--- src/rtl/multi_debouncer.sv ---
// Multi-channel pushbutton debouncer: 2-flop sync, stability counter, edge pulses
// and a sticky request flag per channel. Channels are fully independent.

module multi_debouncer_lane #(
  parameter int CNT_W      = 20,
  parameter int STABLE_CNT = 500000
) (
  input  logic clk,
  input  logic rst_n,
  input  logic raw,
  input  logic ack,
  output logic level,
  output logic rise,
  output logic fall,
  output logic req
);
  localparam logic [CNT_W-1:0] LAST = CNT_W'(STABLE_CNT - 1);

  logic             s1, s2;
  logic [CNT_W-1:0] cnt;
  logic             flip;

  // Flip only after s2 has disagreed with the clean level for STABLE_CNT evaluations.
  assign flip = (s2 != level) && (cnt == LAST);

  always_ff @(posedge clk) begin
    if (!rst_n) begin
      s1    <= 1'b0;
      s2    <= 1'b0;
      cnt   <= '0;
      level <= 1'b0;
      rise  <= 1'b0;
      fall  <= 1'b0;
      req   <= 1'b0;
    end else begin
      s1   <= raw;
      s2   <= s1;
      rise <= flip & s2;
      fall <= flip & ~s2;
      if (s2 == level) begin
        cnt <= '0;
      end else if (flip) begin
        level <= s2;
        cnt   <= '0;
      end else begin
        cnt <= cnt + 1'b1;
      end
      // A fresh press beats a coincident ack so no press is lost.
      if (flip & s2)
        req <= 1'b1;
      else if (ack)
        req <= 1'b0;
    end
  end
endmodule

module multi_debouncer #(
  parameter int N_CH        = 4,
  parameter int CNT_W       = 20,
  parameter int STABLE_CNT  = 500000,
  parameter bit ACTIVE_HIGH = 1'b1
) (
  input  logic            clk,
  input  logic            rst_n,
  input  logic [N_CH-1:0] btn_in,
  output logic [N_CH-1:0] btn_level,
  output logic [N_CH-1:0] btn_rise,
  output logic [N_CH-1:0] btn_fall,
  output logic [N_CH-1:0] req,
  input  logic [N_CH-1:0] req_ack
);
  logic [N_CH-1:0] raw;

  assign raw = ACTIVE_HIGH ? btn_in : ~btn_in;

  for (genvar i = 0; i < N_CH; i++) begin : g_lane
    multi_debouncer_lane #(
      .CNT_W      (CNT_W),
      .STABLE_CNT (STABLE_CNT)
    ) u_lane (
      .clk   (clk),
      .rst_n (rst_n),
      .raw   (raw[i]),
      .ack   (req_ack[i]),
      .level (btn_level[i]),
      .rise  (btn_rise[i]),
      .fall  (btn_fall[i]),
      .req   (req[i])
    );
  end
endmodule

--- config.mk ---
export PLATFORM = sky130hd
export DESIGN_NAME = multi_debouncer
export DESIGN_NICKNAME = d
export VERILOG_FILES = /design/src/rtl/multi_debouncer.sv
export SDC_FILE = /design/constraint.sdc
export NUM_CORES = 1
export LEC_CHECK = 0
export CORE_MARGIN = 2
export CORE_UTILIZATION = 35
export CTS_CLUSTER_SIZE = 30
export DETAILED_ROUTE_END_ITERATION = 10
export GPL_TIMING_DRIVEN = 0
export PLACE_DENSITY = 0.55
export SLEW_MARGIN = 20
export SYNTH_ARGS = -nofsm -noshare
export SYNTH_HDL_FRONTEND = slang
export SYNTH_HIERARCHICAL = 1
export SYNTH_SLANG_ARGS = --single-unit
--- constraint.sdc ---
create_clock -name clk -period 2.5 [get_ports clk]
set_clock_uncertainty 0.1 [all_clocks]
set_input_delay 0.5 -clock clk [delete_from_list [all_inputs] [get_ports clk]]
set_output_delay 0.5 -clock clk [all_outputs]
set_load 0.01 [all_outputs]
==> Yosys cells after proc, flatten, opt, wreduce, memory -nomap -nowiden <==
Index checks and enable logic that the tools add are counted.
{ "op_classes": {"addsub": 4, "eq_ne": 12, "n_mux": 8, "bitwise_logic": 17, "n_reduce_logical": 16} }
{ "op_table": {"columns": ["cell", "count"], "rows": [
  ["$add 20x1->20 const B", 4],
  ["$eq 20x19->1 const B", 4],
  ["$reduce_or 3->1", 4],
  ["$not 1->1", 9],
  ["$and 1x1->1", 8],
  ["$mux 1", 8],
  ["$reduce_and 2->1", 4],
  ["$reduce_bool 2->1", 4],
  ["$eq 1x1->1", 4],
  ["$logic_and 1x1->1", 4],
  ["$ne 1x1->1", 4]
]} }
{ "word_totals": {"regBits": 104, "output_inout_bits": 16, "elab_cells": 85} }

==> Depth between registers and ports, before layout <==
{ "logic_depth": {"word_depth": 4, "mapped_depth": 6} }

==> By module <==
The synthesis kept the hierarchy.
{ "by_module_without_submodules": {"columns": ["module", "instances", "cells_per_inst", "area_per_inst_um2", "seq_area_each_um2"], "rows": [
  ["multi_debouncer_lane", 4, 122, 1116.1, 520.5]
]} }

==> Worst setup path after synthesis <==
No wires, ideal clock.
{ "synth_timing": {"kind": "flip-flop to flip-flop", "startpoint": "reg g_lane[0].u_lane.cnt[0]", "endpoint": "reg g_lane[0].u_lane.cnt[16]", "setup_ps": 67, "t_arrival_ps": 1779, "path_slack_ps": 553, "path_stages_with_launch": 6, "n_path_buf": 0, "synth_period_minus_slack_ps": 1947, "cell_sequence": "dfxtp_1 -> ha_1 -> nand4_4 -> or3_4 -> or4b_4 -> a21oi_2"} }
{ "synth_between": {"elab_chain_len": 3} }
{ "synth_lines": {"columns": ["element", "line_no", "source"], "rows": [
  ["start, declared", "20", "logic [CNT_W-1:0] cnt;"],
  ["start signal, assigned", "46", "cnt <= cnt + 1'b1;"],
  ["parallel branches: the longest is 3 deep, another holds $add 20x1->20", null, null]
]} }
Several ways; the timed one is not identified.
A chain may end at the register's enable or synchronous reset.

==> Final worst setup path <==
{ "layout_timing": {"startpoint": "reg g_lane[1].u_lane.cnt[8]", "endpoint": "reg g_lane[1].u_lane.cnt[9]"} }
{ "layout_between": {"elab_chain_len": 3} }
{ "layout_lines": {"columns": ["element", "line_no"], "rows": [
  ["start, declared", "20"],
  ["start signal, assigned", "46"],
  ["parallel branches: the longest is 3 deep, another holds $add 20x1->20", null]
]} }
Several ways; the timed one is not identified.

==> reports/results.tsv <==
metric	value	unit
TritonCTS clock tree	yes	
fraction of final layout cells with drive strength greater than 1	8.129	%
total standard cell area after synthesis	0.004464	mm^2
Clock transition at path regs	0.07	ns
Post-Layout Inst Area	0.005225	mm^2
Critical Path Source Type	flop	
Setup Viol. Count Final	0	
number of pins with negative max-slew slack in the final report	0	
number of placement rows	41	
start point of the critical path	g_lane[1].u_lane/cnt[8]	
leading cell type in the layout, fill and taps excluded	sky130_fd_sc_hd__dfxtp_1	
Detailed Route WL	8730	um
total power divided by cell area	599.2	mW/mm^2
highest-count cells in the layout ignoring fill and taps	sky130_fd_sc_hd__dfxtp_1 (104), sky130_fd_sc_hd__nor2_1 (76), sky130_fd_sc_hd__xnor2_1 (40)	
Initial DRC Count	165	
routing usage on met2	23.97	%
minimum clock period	2.110	ns
x dimension of the die	116.9	um
WS Path Type	flop to flop	
maximum clock frequency	473.9	MHz
final clock period utilization by the worst path	84.41	%
number of buffers inserted by hold repair at cts	0	
worst-path maximum fanout	10	
vias per cell	4.981	
number of vias in the routed layout	3492	
max-cap violations	0	
total negative slack	0	ns
Worst IR Drop VDD	287.0	uV
Synth cell types	31	
met3 demand-to-capacity share in global routing	4.840	%
number of clock buffers inserted by TritonCTS	9	
number of routed nets with antenna violations	0	
Crit-path slowest cell	sky130_fd_sc_hd__dfxtp_1	
gate family responsible for the most delay along the worst path	simple AND/OR/NAND/NOR gates	
share of the yosys chip area belonging to registers	46.64	%
Antenna Cells	0	
die boundary height	116.9	um
Post-route DRC	0	
number of buffers inserted by post-CTS setup repair	0	
met1 Use GR	17.39	%
area enclosed by the die boundary	0.01368	mm^2
nets in the synthesized netlist	502	
number of sinks handled by clock tree synthesis	104	
element type at the critical path end	flop	
remaining global-route overflow	0	
slew of the pin with the lowest slew margin	0.7013	ns
GRT Overall Usage	14.38	%
Leakage Power	0.001582	uW
register bit count reported by yosys	104	
area overhead of the layout relative to synthesis	17.04	%
critical path, cell by cell	nor4b_1 -> nand4_1 -> o311ai_1 -> clkbuf_1 -> nor2_1	
post-synthesis cell count	488	
worst stage delay on the critical path	0.43	ns
Clock Path Buffers	2	
DR pass1 iterations	4	
count of endpoints failing hold in the final timing report	0	
relative slew slack	52.81	%
worst path buffer plus inverter count	1	
antenna violations before repair	0	
final RePlAce weighted congestion	0.7884	
worst-skew pair later-pin latency	0.35	ns
final-stage net count	538	
Placed Area	0.004930	mm^2
mean instance size in the synthesized netlist	9.148	um^2
wire length of the first global-routing pass	15490	um
register area	0.002082	mm^2
dpl hpwl	6162	um
run status	finished, final reports clean	
standard cell core area	0.01252	mm^2
worst min-delay path category	flop to flop	
vias in the first global route	3330	
Top-Level Pins	26	
unrepaired setup endpoints after global routing	no	
CTS H-tree depth	3	
port bufs	25	
initial core utilization	35.67	%
required time worst endpoint	2.62	ns
startpoint of the worst hold path	g_lane[2].u_lane/s1	
Data arrival, critical path	2.23	ns
maximum number of pins on one net before global-route repair	29	
critical register-to-register path startpoint	g_lane[1].u_lane/cnt[8]	
busiest grt layer	met2	
CTS root buf	sky130_fd_sc_hd__clkbuf_16	
Warnings, synthesis	6	
# resized after CTS	0	
total area of multi-input combinational cells	0.002277	mm^2
WL per Instance	12.45	um
Layout fillers	1278	
==> area by class of cell <==
type	count	area share [%]
Timing Repair Buffer	25	4.693
Clock buffer	12	4.717
Sequential cell	104	39.85
Buffer	12	0.8621
Multi-Input combinational cell	356	43.58
Inverter	16	1.149
Tap cell	172	4.119
Clock inverter	4	1.030
==> synth_stat cells <==
master	n	area share, %
sky130_fd_sc_hd__nor4_1	20	2.8
sky130_fd_sc_hd__and3b_1	4	0.78
sky130_fd_sc_hd__nor3b_1	4	0.67
sky130_fd_sc_hd__ha_1	4	1.1
sky130_fd_sc_hd__or4b_4	4	1.2
sky130_fd_sc_hd__or4_1	4	0.67
sky130_fd_sc_hd__xor2_1	20	3.9
sky130_fd_sc_hd__a31o_2	4	0.78
sky130_fd_sc_hd__nand4_2	4	1.1
sky130_fd_sc_hd__nor3_1	16	1.8
sky130_fd_sc_hd__clkbuf_1	12	1.0
sky130_fd_sc_hd__xnor2_1	40	7.8
sky130_fd_sc_hd__a21oi_2	4	0.78
sky130_fd_sc_hd__o311ai_1	4	0.78
sky130_fd_sc_hd__o21bai_1	4	0.67
sky130_fd_sc_hd__nand2_1	36	3.0
sky130_fd_sc_hd__nor4b_1	4	0.78
sky130_fd_sc_hd__nor2_1	76	6.4
sky130_fd_sc_hd__or4_4	4	1.0
sky130_fd_sc_hd__nand4_1	20	2.8
sky130_fd_sc_hd__or3_1	8	1.1
sky130_fd_sc_hd__and4_1	4	0.78
sky130_fd_sc_hd__o21ai_0	12	1.3
sky130_fd_sc_hd__a21oi_1	12	1.3
sky130_fd_sc_hd__nand3_1	24	2.7
sky130_fd_sc_hd__nand4_4	4	1.9
sky130_fd_sc_hd__or3_4	4	1.0
sky130_fd_sc_hd__dfxtp_1	104	47
sky130_fd_sc_hd__and2_1	8	1.1
sky130_fd_sc_hd__o31ai_1	4	0.67
sky130_fd_sc_hd__inv_1	16	1.3
==> kinds of logic (layout without fill, tap and decap cells) <==
family | count (synthesis) | in the layout | synth area share [%]
buffers and inverters | 28 | 69 | 2.354
flip-flops | 104 | 104 | 46.64
AO/OA/AOI/OAI | 44 | 44 | 6.390
adder cells (fa/ha/maj) | 4 | 4 | 1.121
AND/OR/NAND/NOR | 248 | 248 | 31.73
XOR/XNOR | 60 | 60 | 11.77
==> final timing paths <==
kind	endpoint	slack, ns	cells after the start
setup / recovery	g_lane[1].u_lane/cnt[9]	0.39	5
hold / removal	g_lane[2].u_lane/s2	0.33	1
setup reg to reg	g_lane[1].u_lane/cnt[9]	0.39	5
hold reg to reg	g_lane[2].u_lane/s2	0.33	1
==> flip-flops by register name (all words and copies together) (netlist names) <==
register,count
g_lane.u_lane/cnt,80
g_lane.u_lane/rise,4
g_lane.u_lane/s2,4
g_lane.u_lane/req,4
g_lane.u_lane/level,4
g_lane.u_lane/fall,4
g_lane.u_lane/s1,4
==> power by group <==
part           switching, uW  total [uW]  internal (uW)
combinational           25.2        44.8           19.6
clock                    611        1420            806
sequential              4.79        1670           1660
total                    641        3130           2490
==> worst register-to-register path: stages (launching register included) <==
cell,delay [ns]
sky130_fd_sc_hd__dfxtp_1,0.43
sky130_fd_sc_hd__nor4b_1,0.35
sky130_fd_sc_hd__nand4_1,0.21
sky130_fd_sc_hd__o311ai_1,0.37
sky130_fd_sc_hd__clkbuf_1,0.41
sky130_fd_sc_hd__nor2_1,0.11
==> layer usage <==
layer	part of all wire, %	up-vias
met3	3.3	10
met4	1.5	0
met1	47	1652
met2	48	35
met5	0	-
li1	-	1795
==> stage by stage <==
| step | total power [uW] | util [%] | setup WS [ns] | hold WS (ns) | std cells |
|---|---|---|---|---|---|
| 3_5_place_dp | 1753 | 39.38 | -0.3547 | 0.3200 | 685 |
| 5_1_grt | 3274 | 41.74 | 0.1614 | 0.3510 | 701 |
| 4_1_cts | 3182 | 41.78 | 0.01197 | 0.3358 | 701 |
| 6_report | 3131 | 41.74 | 0.3898 | 0.3318 | 701 |
| 3_3_place_gp | 1753 | 39.38 | -0.3331 | 0.3192 | 685 |
| 2_1_floorplan | 1725 | - | 0.5534 | 0.3118 | 488 |
No activity file was read; power rests on OpenSTA's default activity.
